--- src/rtl/serial_16b_rx.sv ---
// serial_16b_rx: deserialises 16-bit MSB-first words from an asynchronous SYNC/SCLK/DIN bus, oversampled by clk.
// Optional per-frame counters are built when SERIAL_RX_FRAME_COUNT_EN is defined.
module serial_16b_rx #(
    parameter int SYNC_STAGES = 2,
    parameter int WORD_BITS   = 16
) (
    input  logic        clk,
    input  logic        rst_n,
    input  logic        SYNC,
    input  logic        SCLK,
    input  logic        DIN,
`ifdef SERIAL_RX_FRAME_COUNT_EN
    input  logic        clr_counts,
    output logic [31:0] good_count,
    output logic [31:0] err_count,
`endif
    output logic [15:0] data_out,
    output logic        data_valid,
    output logic        frame_err,
    output logic        busy
);

    typedef enum logic {IDLE = 1'b0, SHIFT = 1'b1} state_t;

    logic [SYNC_STAGES-1:0] sync_pipe_r;
    logic [SYNC_STAGES-1:0] sclk_pipe_r;
    logic [SYNC_STAGES-1:0] din_pipe_r;
    logic                   sync_s, sclk_s, din_s;
    logic                   sync_d_r, sclk_d_r, din_d_r;
    logic                   sync_fall_r, sync_rise_r, sclk_fall_r;
    state_t                 state_r, state_next_s;
    logic [WORD_BITS-1:0]   shreg_r, shift_word_s;
    logic [4:0]             cnt_r, shift_cnt_s;
    logic                   clear_s, shift_en_s, good_s, err_s;

    assign sync_s = sync_pipe_r[SYNC_STAGES-1];
    assign sclk_s = sclk_pipe_r[SYNC_STAGES-1];
    assign din_s  = din_pipe_r[SYNC_STAGES-1];

    // Input synchronisers; all three chains share one depth so the bus stays aligned.
    always_ff @(posedge clk or negedge rst_n) begin
        if (!rst_n) begin
            sync_pipe_r <= {SYNC_STAGES{1'b1}};
            sclk_pipe_r <= {SYNC_STAGES{1'b0}};
            din_pipe_r  <= {SYNC_STAGES{1'b0}};
        end else begin
            sync_pipe_r <= {sync_pipe_r[SYNC_STAGES-2:0], SYNC};
            sclk_pipe_r <= {sclk_pipe_r[SYNC_STAGES-2:0], SCLK};
            din_pipe_r  <= {din_pipe_r[SYNC_STAGES-2:0], DIN};
        end
    end

    // Registered edge strobes; din_d_r is captured on the same edge so it lines up with sclk_fall_r.
    always_ff @(posedge clk or negedge rst_n) begin
        if (!rst_n) begin
            sync_d_r    <= 1'b1;
            sclk_d_r    <= 1'b0;
            din_d_r     <= 1'b0;
            sync_fall_r <= 1'b0;
            sync_rise_r <= 1'b0;
            sclk_fall_r <= 1'b0;
        end else begin
            sync_d_r    <= sync_s;
            sclk_d_r    <= sclk_s;
            din_d_r     <= din_s;
            sync_fall_r <= sync_d_r & ~sync_s;
            sync_rise_r <= ~sync_d_r & sync_s;
            sclk_fall_r <= sclk_d_r & ~sclk_s;
        end
    end

    // FSM state register.
    always_ff @(posedge clk or negedge rst_n) begin
        if (!rst_n) begin
            state_r <= IDLE;
        end else begin
            state_r <= state_next_s;
        end
    end

    // FSM next-state logic.
    always_comb begin
        state_next_s = state_r;
        case (state_r)
            IDLE:    if (sync_fall_r) state_next_s = SHIFT; else state_next_s = IDLE;
            SHIFT:   if (sync_rise_r) state_next_s = IDLE;  else state_next_s = SHIFT;
            default: state_next_s = IDLE;
        endcase
    end

    // Word and count after this cycle's bit, so a frame closing on the same cycle is judged on it.
    always_comb begin
        shift_word_s = shreg_r;
        shift_cnt_s  = cnt_r;
        if (sclk_fall_r) begin
            shift_word_s = {shreg_r[WORD_BITS-2:0], din_d_r};
            shift_cnt_s  = (cnt_r == 5'd17) ? 5'd17 : cnt_r + 5'd1;
        end else begin
            shift_word_s = shreg_r;
            shift_cnt_s  = cnt_r;
        end
    end

    // FSM output decode.
    always_comb begin
        clear_s    = 1'b0;
        shift_en_s = 1'b0;
        good_s     = 1'b0;
        err_s      = 1'b0;
        case (state_r)
            IDLE: begin
                clear_s = sync_fall_r;
            end
            SHIFT: begin
                shift_en_s = sclk_fall_r;
                if (sync_rise_r) begin
                    if (shift_cnt_s == 5'(WORD_BITS)) begin
                        good_s = 1'b1;
                    end else begin
                        err_s = 1'b1;
                    end
                end else begin
                    good_s = 1'b0;
                    err_s  = 1'b0;
                end
            end
            default: begin
                clear_s = 1'b0;
            end
        endcase
    end

    // Shift register, bit counter and registered outputs.
    always_ff @(posedge clk or negedge rst_n) begin
        if (!rst_n) begin
            shreg_r    <= {WORD_BITS{1'b0}};
            cnt_r      <= 5'd0;
            data_out   <= 16'h0000;
            data_valid <= 1'b0;
            frame_err  <= 1'b0;
            busy       <= 1'b0;
        end else begin
            if (clear_s) begin
                shreg_r <= {WORD_BITS{1'b0}};
                cnt_r   <= 5'd0;
            end else if (shift_en_s) begin
                shreg_r <= shift_word_s;
                cnt_r   <= shift_cnt_s;
            end
            if (good_s) begin
                data_out <= shift_word_s[15:0];
            end
            data_valid <= good_s;
            frame_err  <= err_s;
            busy       <= (state_next_s == SHIFT);
        end
    end

`ifdef SERIAL_RX_FRAME_COUNT_EN
    // Frame statistics; a clear wins over a same-cycle increment.
    always_ff @(posedge clk or negedge rst_n) begin
        if (!rst_n) begin
            good_count <= 32'd0;
            err_count  <= 32'd0;
        end else if (clr_counts) begin
            good_count <= 32'd0;
            err_count  <= 32'd0;
        end else begin
            good_count <= good_count + {31'd0, data_valid};
            err_count  <= err_count + {31'd0, frame_err};
        end
    end
`endif

endmodule

--- config.mk ---
export PLATFORM = sky130hd
export DESIGN_NAME = serial_16b_rx
export DESIGN_NICKNAME = d
export VERILOG_FILES = /design/src/rtl/serial_16b_rx.sv
export SDC_FILE = /design/constraint.sdc
export NUM_CORES = 1
export LEC_CHECK = 0
export ABC_AREA = 1
export CAP_MARGIN = 20
export CORE_MARGIN = 5
export CORE_UTILIZATION = 30
export CTS_BUF_LIST = sky130_fd_sc_hd__clkbuf_2
export DETAILED_ROUTE_END_ITERATION = 10
export GPL_TIMING_DRIVEN = 0
export SYNTH_ARGS = -nofsm -noshare
export SYNTH_HDL_FRONTEND = slang
export SYNTH_SLANG_ARGS = --single-unit
--- constraint.sdc ---
create_clock -name clk -period 1.63 [get_ports clk]
set_input_delay 0.163 -clock clk [delete_from_list [all_inputs] [get_ports clk]]
set_output_delay 0.163 -clock clk [all_outputs]
set_load 0.01 [all_outputs]
**Word-level counts from Yosys, hierarchy flattened**

Index checks and enable logic that the tools add are counted.

- Add/sub/neg operators: 1
- Equal/unequal tests: 2
- Muxes and demuxes: 18
- Bitwise operators: 7
- Reduce and logical (&&, ||, !) cells: 1

Operator list:

| operator | number |
|---|---|
| two-way mux 16 bit | 3 |
| two-way mux 5 bit | 4 |
| equality test 5 bit, second input constant | 2 |
| two-way mux 1 bit | 10 |
| adder 5 x 1 -> 5 bit, second input constant | 1 |
| inverter 1 bit | 4 |
| AND 1 bit | 3 |
| case mux 1 bit (2 select lines) | 1 |
| nonzero test 2 bit | 1 |

- Register bits after elaboration: 52
- Output and inout bits: 19
- Word-level logic and storage cells: 44

**Longest topological paths before layout**

Gate-level depths: netlist of run 1.

- Word-level depth: 7
- Gate-level depth with buffers: 11
- Gate-level depth less buffers: 10

**Least setup slack after synthesis of run 1**

OpenSTA, ideal clock, no wires.

- Kind: register to register
- Start point: register cnt_r[0]
- End point: register data_out[10]
- Setup time: 0.117 ns
- Arrival: 1.388 ns
- Setup slack: 0.126 ns
- Stages on the path, launching flop included: 11
- Buffers on the path: 1
- Period minus slack after synthesis: 1.504 ns
- Cells stage by stage: dfrtp_1 ha_1 nand3_1 nand2_2 inv_1 nand2_1 nor2_2 nand3_4 buf_6 nand2_1 nand2_1

- Cells in the longest elaborated chain, start to end: 7
- Elaborated cells between the ends (all ways): 8
- Classes of those cells: 1 x add/sub; 2 x eq/ne; 5 x mux

Ends and longest elaborated chain:

| item | RTL line | RTL |
|---|---|---|
| from (decl) | 33 | `logic [4:0] cnt_r, shift_cnt_s;` |
| from (signal assigned) | 148 | `cnt_r <= shift_cnt_s;` |
| adder 5 x 1 -> 5 bit / equality test 5 bit (equally long branches) | 97 | `shift_cnt_s = (cnt_r == 5'd17) ? 5'd17 : cnt_r + 5'd1;` |
| two-way mux 5 bit | 97 |  |
| two-way mux 5 bit * | 95 | `if (sclk_fall_r) begin` |
| equality test 5 bit * | 117 | `if (shift_cnt_s == 5'(WORD_BITS)) begin` |
| two-way mux 1 bit * | 117 |  |
| two-way mux 1 bit * | 116 | `if (sync_rise_r) begin` |
| two-way mux 1 bit * | 110 | `case (state_r)` |
| to (signal assigned) | 151 | `data_out <= shift_word_s[15:0];` |
| to (decl) | 17 | `output logic [15:0] data_out,` |

Every way passes the cells marked *; elsewhere a longest branch is shown, timed or not.
A chain may end at the register's enable or synchronous reset.

**Worst setup path in the final report of run 1**

- Start point: register cnt_r[0]
- End point: register data_out[15]

Same word-level chain as after synthesis.

==> results of run 1 <==
## where the power goes
group          internal (mW)  total (mW)  switching [mW]
combinational          0.105       0.281           0.176
sequential              1.34        1.37          0.0336
clock                  0.115       0.513           0.398
## per-stage QoR
stage	power (mW)	worst slack [ns]	cells	setup TNS (ns)	area, sq um
5_1_grt	2.287	-0.06926	385	-0.6691	2815
3_3_place_gp	1.636	-1.211	365	-61.08	2582
2_1_floorplan	1.543	0.1256	243	0	2228
4_1_cts	2.185	-0.02535	381	-0.05714	2716
3_5_place_dp	1.643	-0.02756	366	-0.2017	2597
6_report	2.168	0.03469	385	0	2815
## Yosys cell counts (all sizes together)
cell	count	area share (%)
ha	2	1.1
inv	33	5.6
clkinv	1	0.17
nand3	21	5.3
dfstp	3	3.5
o21ai	25	5.6
dfrtp	49	55
buf	6	2.2
nand2	71	13
nor2	11	2.9
clkbuf	4	0.67
o22ai	17	4.8
## worst paths after layout
check                                               from                       end  slack [ns]
worst max-delay path                cnt_r[0]$_DFFE_PN0P_  data_out[15]$_DFFE_PN0P_        0.03
worst max register to register      cnt_r[0]$_DFFE_PN0P_  data_out[15]$_DFFE_PN0P_        0.03
min in group asynchronous                          rst_n      cnt_r[1]$_DFFE_PN0P_        0.16
max in group asynchronous                          rst_n  sync_pipe_r[1]$_DFF_PN1_        0.89
worst min register to register  sync_pipe_r[0]$_DFF_PN1_  sync_pipe_r[1]$_DFF_PN1_        0.38
worst min-delay path                                SYNC  sync_pipe_r[0]$_DFF_PN1_        0.11
## flip-flops by register name (all words and copies together), names as in the netlist
name	count
busy	1
cnt_r	5
data_out	16
data_valid	1
din_d_r	1
din_pipe_r	2
frame_err	1
sclk_d_r	1
sclk_fall_r	1
sclk_pipe_r	2
shreg_r	16
sync_d_r	1
sync_fall_r	1
sync_pipe_r	2
sync_rise_r	1
## cells by family (layout without fill, tap and decap cells)
logic type	count (synthesis)	count (layout)	synth area share, %
DFF	52	52	58.56
AOI/OAI and AO/OA	42	42	10.39
adders and majority gates	2	2	1.123
buffers and inverters	44	87	8.590
and+or+nand+nor	103	103	21.34
## layout make-up
class	instances	share of cell area, %
flip-flops and latches	52	46.44
multi-input cells	147	28.53
repair buffers	35	12.13
inverters	34	4.533
well taps	99	4.400
plain buffers	10	2.311
clock buffers	6	1.067
clock inverters	2	0.5778
## layer usage
layer,vias to the layer above,global-route usage (%)
met5,-,0
met4,0,2.844
met3,6,2.737
met2,37,15.58
met1,799,13.78
li1,856,-
## what timing repair did
item / CTS / global route
buffers inserted: 6 / 3
hold buffers: 1 / 0
pin swaps: 4 / 8
hold endpoints to repair: 49 / 0
setup endpoints to repair: 11 / 28
resized for setup: 4 / 24
cloned: 0 / 1
==> flow_metrics.tcl, run 1 <==
set metrics [dict create \
    crit_slowest_cell "dfrtp_2" \
    antenna_found_initial 0 \
    finalCriticalPeriod_ns 1.595 \
    core_area_sq_mm 0.007253 \
    syn_to_final_growth_pct 26.33 \
    drt-total-wl_um 4406 \
    grt_setup_unrepaired "true" \
    die_width_um 96.19 \
    layout.cells.most_common "nand2_1" \
    cts.clk_slew.worst_paths_ns 0.26 \
    met3_length_um 216 \
    rows 31 \
    clk_latency_ns 0.41 \
    critical-path-top-delay-family "flip-flops" \
    crit_required_ns 1.98 \
    final_nets 292 \
    gp_congestion 0.7739 \
    start_util_pct 30.72 \
    drt_pre_antenna_iters 4 \
    drive_above_1_share_pct 21.33 \
    cts_tree "built" \
    port_buffers 23 \
    nFillCells 726 \
    path_buf_inv 2 \
    met1_length_um 2121 \
    max_freq_ghz 0.6268 \
    multi_input_area_sq_um 803.3 \
    cpPeakStageDelay_ns 0.53 \
    syn-cell-area_sq_mm 0.002228 \
    drc 0 \
    worstPathMaxFanout 5 \
    cp_num_cells 9 \
    vias 1698 \
    diodes 0 \
    dr.max_layer_used "met4" \
    synth_cell_types 20 \
    slew_headroom_pct 70.09 \
    via_per_inst 4.410 \
    syn_avg_cell_area_sq_um 9.170 \
    finClkSkew_ns 0.01829 \
    ys_warn_count 0 \
    holdPathStages 1 \
    ir_drop_mv 0.3950 \
    ys_seq_area_share_pct 58.56 \
    final_hold_viol_count 0 \
    grt_usage_pct 10.07 \
    arrival_ns 1.95 \
    die_area_sq_mm 0.009252 \
    layout.cells.most_common_list "56 x nand2_1, 47 x dfrtp_1, 29 x inv_1, 23 x o21ai_0" \
    h-tree-depth 2 \
    power.density_mw_per_mm2 770.0 \
    critPathLaunchType "flip-flop" \
    hold_ws_ns 0.1147 \
    final-setup-viol-count 0 \
    grt_pass1_vias 1577 \
    netlist_instances 243 \
    worst_slew_pin_slew_ns 0.4486 \
    end_kind "flip-flop" \
    maxCapViolations 0 \
    final_max_slew_viol_count 0 \
    die_y_um 96.19 \
    finalCritPeriodShare_pct 97.87 \
    seqCellArea_sq_mm 0.001308 \
    ioPinCount 24 \
    clock_path_buffers 2 \
    cpMostUsedCell "nand2_1" \
    root_buffer "clkbuf_2" \
    dp_hpwl_um 3026 \
    ant_nets 0 \
    syn_nets 250 \
    synth-seq-cells 52 \
    hold_class "in2reg" \
    wl_per_cell_um 11.44 \
    grt_max_degree 38 \
    cts.sink_count 52 \
    finish.utilization_pct 38.81 \
    worstSetupPathType "reg2reg" \
    dr.first_iter.drc_count 93 \
    reg2reg_depth 9 \
    cts_made_buffers 5 \
    outcome "finished clean" \
    crit_chain "ha_4 -> o21ai_4 -> inv_1 -> nand2_1 -> nor2_2 -> nand3_4 -> buf_4 -> nand2_1 -> nand2_1" \
    wl_met2_um 2013 \
    power.leakage_nw 1.352 \
    grt_pass1_wl_um 7258 \
    grt-ovfl-total 0 \
]
Note: power is estimated with default switching activity, not from simulation.
==> inputs of run 2 (changes only) <==
GPL_TIMING_DRIVEN = unset   (was 0)
SLEW_MARGIN = 5   (was unset)
==> flow_metrics.tcl, run 2 (synthesis results as in run 1) <==
set metrics [dict create \
    drt-total-wl_um 4451 \
    drt_pre_antenna_iters 4 \
    cts.clk_slew.worst_paths_ns 0.27 \
    max_freq_ghz 0.6414 \
    antenna_found_initial 0 \
    setup_slack_ns 0.07082 \
    p_int_mw 1.577 \
    diodes 0 \
    port_buffers 23 \
    hold_ws_ns 0.04573 \
    gp_congestion 0.7643 \
    drc 0 \
    root_buffer "clkbuf_2" \
    drive_above_1_share_pct 20.77 \
    final-setup-viol-count 0 \
    finalCriticalPeriod_ns 1.559 \
    nFillCells 747 \
    dp_hpwl_um 2931 \
    power_frac_clock_pct 24.3 \
    cts.sink_count 52 \
    grt_pass1_vias 1608 \
    combPwrFrac_pct 14.4 \
    ir_drop_mv 0.3166 \
    placed_area_sq_mm 0.002579 \
    via_per_inst 4.420 \
    core_area_sq_mm 0.007253 \
    crit_chain "clkdlybuf4s50_1" \
    start_util_pct 30.72 \
    power.leakage_nw 1.537 \
    finish.utilization_pct 39.49 \
    outcome "finished clean" \
    worstPathMaxFanout 2 \
    final_nets 290 \
    place_ws_ns -0.02651 \
    final_hold_viol_count 0 \
    dr.first_iter.drc_count 93 \
    power.density_mw_per_mm2 778.6 \
    top_regs "data_out: 16 flops, shreg_r: 16 flops, cnt_r: 5 flops" \
    end_kind "output pin" \
    path_buf_inv 1 \
    die_area_sq_mm 0.009252 \
    grt_max_degree 47 \
    post-route-cell-area_sq_mm 0.002864 \
    layout.cells.most_common_list "60 x nand2_1, 47 x dfrtp_1, 29 x inv_1, 23 x o21ai_0, 19 x nand3_1" \
    rows 31 \
    p_sw_share_pct 29.26 \
    worstSetupPathType "reg2out" \
    layout.cells.most_common "nand2_1" \
    arrival_ns 1.40 \
    vias 1693 \
    cpPeakStageDelay_ns 0.54 \
    crit_slowest_cell "clkdlybuf4s50_1" \
    fin_cells 383 \
    final_max_slew_viol_count 0 \
    syn_to_final_growth_pct 28.52 \
    finalCritPeriodShare_pct 95.66 \
    worst_slew_pin_slew_ns 0.3012 \
    critical-path-top-delay-family "buffers and inverters" \
    critPathLaunchType "flip-flop" \
    maxCapViolations 0 \
    dp_cells 362 \
    crit_required_ns 1.47 \
    clock_path_buffers 2 \
    finClkSkew_ns 0.06420 \
    grt_pass1_wl_um 7362 \
    cts_tree "built" \
    clk_latency_ns 0.46 \
    slew_headroom_pct 79.80 \
    grt_setup_unrepaired "true" \
    ioPinCount 24 \
    die_y_um 96.19 \
    ant_nets 0 \
    cts_made_buffers 5 \
    wl_per_cell_um 11.62 \
    power_switching_mw 0.6525 \
    hold_class "in2async" \
    h-tree-depth 2 \
    grt_usage_pct 10.12 \
    die_width_um 96.19 \
    seqPwrFrac_pct 61.4 \
    grt-ovfl-total 0 \
]
-- run 2: final timing paths --
kind	to	start	cells after the start	slack [ns]
setup / recovery	data_out[2]	data_out[2]$_DFFE_PN0P_	1	0.07
hold / removal	sclk_pipe_r[0]$_DFF_PN0_	rst_n	2	0.05
setup reg to reg	data_out[1]$_DFFE_PN0P_	cnt_r[0]$_DFFE_PN0P_	11	0.10
hold reg to reg	sync_pipe_r[1]$_DFF_PN1_	sync_pipe_r[0]$_DFF_PN1_	0	0.38
max in group asynchronous	shreg_r[14]$_DFFE_PN0P_	rst_n	3	1.08
min in group clk	sync_pipe_r[0]$_DFF_PN1_	SYNC	1	0.09
-- run 2: per-layer routing --
metal  global-route usage, %  up-vias  wire length [um]
li1                        -      860                 -
met1                   13.68      797              2128
met2                   15.76       34              2078
met3                   2.893        2               221
met4                   2.844        0                23
met5                       0        -                 0
-- run 2: through the flow --
| stage | TNS (ns) | total power [mW] |
|---|---|---|
| 3_5_place_dp | -0.1143 | 1.649 |
| 4_1_cts | 0 | 2.199 |
| 6_report | 0 | 2.230 |
| 3_3_place_gp | 0 | 1.645 |
| 5_1_grt | -0.1433 | 2.342 |
| 2_1_floorplan | 0 | 1.543 |
-- run 2: cell type report --
type	count	area, sq um	area share [%]
well taps	99	123.9	4.325
clock inverters	2	16.27	0.5679
multi-input cells	149	835.8	29.18
clock buffers	6	30.03	1.048
inverters	34	130.1	4.543
flip-flops and latches	52	1308	45.65
repair buffers	41	420.4	14.68
-- run 2: power groups by stage --
stage | clock network, mW | registers [mW] | logic (mW)
detailed placement | 0 | 1.39 | 0.263
floorplan | 0 | 1.39 | 0.156
finish | 0.541 | 1.37 | 0.320
global placement | 0 | 1.38 | 0.261
CTS | 0.559 | 1.36 | 0.279
global route | 0.605 | 1.38 | 0.360
-- run 2: what timing repair did --
action | in CTS | in global routing
setup endpoints to repair | 18 | 30
pin swaps | 1 | 9
hold buffers | 1 | 0
setup buffers | 3 | 7
resized for setup | 0 | 35
hold endpoints to repair | 52 | 0
gates cloned | 0 | 2
==> inputs of run 3 (changes only) <==
CAP_MARGIN = unset   (was 20)
CORE_UTILIZATION = 35   (was 30)
TNS_END_PERCENT = 30   (was unset)
==> flow_metrics.tcl, run 3 (synthesis results as in run 1) <==
set metrics [dict create \
    outcome "finished clean" \
    fin_cells 357 \
    dp_cells 342 \
    worstPathMaxFanout 4 \
    grt_setup_unrepaired "true" \
    diodes 0 \
    hold_ws_ns 0.1113 \
    slew_headroom_pct 71.18 \
    power.leakage_nw 1.376 \
    hold_class "in2reg" \
    post-route-cell-area_sq_mm 0.002771 \
    cts_tree "built" \
    final-setup-viol-count 0 \
    layout.cells.most_common_list "60 x nand2_1, 47 x dfrtp_1, 28 x inv_1, 23 x o21ai_0, 20 x nand3_1" \
    finClkSkew_ns 0.01887 \
    final_hold_viol_count 0 \
    crit_required_ns 1.98 \
    root_buffer "clkbuf_2" \
    finish.utilization_pct 44.15 \
    setup_slack_ns 0.05160 \
    cts.clk_slew.worst_paths_ns 0.24 \
    place_ws_ns -0.02024 \
    clock_path_buffers 2 \
    drc 0 \
    ant_nets 0 \
    multi_input_area_sq_um 810.8 \
    die_area_sq_mm 0.008062 \
    placed_area_sq_mm 0.002566 \
    gp_congestion 0.7579 \
    drt-total-wl_um 4421 \
    dr.first_iter.drc_count 116 \
    ir_drop_mv 0.5625 \
    syn_to_final_growth_pct 24.37 \
    grt_pass1_vias 1664 \
    via_per_inst 4.689 \
    seqCellArea_sq_mm 0.001308 \
    clk_latency_ns 0.41 \
    nFillCells 622 \
    die_y_um 89.79 \
    port_buffers 23 \
    rows 29 \
    layout.cells.most_common "nand2_1" \
    vias 1674 \
    final_nets 286 \
    dp_hpwl_um 2841 \
    core_area_sq_mm 0.006277 \
    maxCapViolations 0 \
    finalSetupTns_ns 0 \
    antenna_found_initial 0 \
    critPathLaunchType "flip-flop" \
    cpPeakStageDelay_ns 0.49 \
    crit_slowest_cell "dfrtp_1" \
    crit_chain "inv_2 -> ha_4 -> o21ai_4 -> inv_2 -> nand2_2 -> nor2_4 -> nand3_2 -> nand2_1 -> nand2_1" \
    grt_max_degree 53 \
    ioPinCount 24 \
    max_freq_ghz 0.6336 \
    worstSetupPathType "reg2reg" \
    grt_usage_pct 10.92 \
    top_regs "data_out: 16 flops, shreg_r: 16 flops, cnt_r: 5 flops" \
    worst_slew_pin_slew_ns 0.4297 \
    start_util_pct 35.50 \
    end_kind "flip-flop" \
    drive_above_1_share_pct 18.57 \
    p_total_mw 2.318 \
    cts_made_buffers 5 \
    finalCriticalPeriod_ns 1.578 \
    cts.sink_count 52 \
    drt_pre_antenna_iters 4 \
    grt-ovfl-total 0 \
    grt_pass1_wl_um 7410 \
    wl_per_cell_um 12.38 \
    critical-path-top-delay-family "simple AND/OR/NAND/NOR gates" \
    finalCritPeriodShare_pct 96.83 \
    power.density_mw_per_mm2 836.3 \
    final_max_slew_viol_count 0 \
    h-tree-depth 2 \
    path_buf_inv 2 \
    die_width_um 89.79 \
    arrival_ns 1.92 \
]
run 3: changes by cell type in the layout (fill, tap and decap cells not counted), sizes merged:
cell | before | now
clkinvlp | 1 | 0
clkbuf | 6 | 5
dlygate4sd2 | 0 | 1
bufinv | 0 | 1
inv | 34 | 33
clkdlybuf4s50 | 9 | 16
clkinv | 1 | 3
buf | 18 | 14
dlymetal6s2s | 13 | 5
run 3: worst paths after layout:
kind	from	to	slack, ns	cells after the start
min in group asynchronous	rst_n	cnt_r[1]$_DFFE_PN0P_	0.21	3
max reg2reg	cnt_r[1]$_DFFE_PN0P_	data_out[12]$_DFFE_PN0P_	0.05	9
max	cnt_r[1]$_DFFE_PN0P_	data_out[12]$_DFFE_PN0P_	0.05	9
min	SYNC	sync_pipe_r[0]$_DFF_PN1_	0.11	1
max in group asynchronous	rst_n	sync_d_r$_DFF_PN1_	1.11	3
min reg2reg	sync_pipe_r[0]$_DFF_PN1_	sync_pipe_r[1]$_DFF_PN1_	0.37	0
run 3: repair_timing:
item | CTS | global route
hold endpoints to repair | 52 | 0
resized for setup | 1 | 25
setup buffers | 3 | 1
hold buffers | 1 | 0
pin swaps | 1 | 2
endpoints found under the setup margin | 17 | 21
gates cloned | 0 | 2
run 3: final cells by class:
type | count | area share [%]
sequential | 52 | 47.18
clock buffer | 5 | 0.9029
multi-input combinational | 149 | 29.26
tap | 77 | 3.476
inverter | 34 | 4.695
timing repair buffer | 37 | 13.14
clock inverter | 3 | 1.354
run 3: layer usage:
layer | vias to the layer above | wire length [um] | track usage (%)
li1 | 850 | - | -
met1 | 793 | 2071 | 13.96
met2 | 28 | 2152 | 17.62
met3 | 3 | 179 | 3.422
met4 | 0 | 17 | 3.401
met5 | - | 0 | 0
run 3: report_power, final:
part / switching (mW) / internal, mW
clock: 0.385 / 0.250
combinational: 0.191 / 0.116
sequential: 0.0355 / 1.34
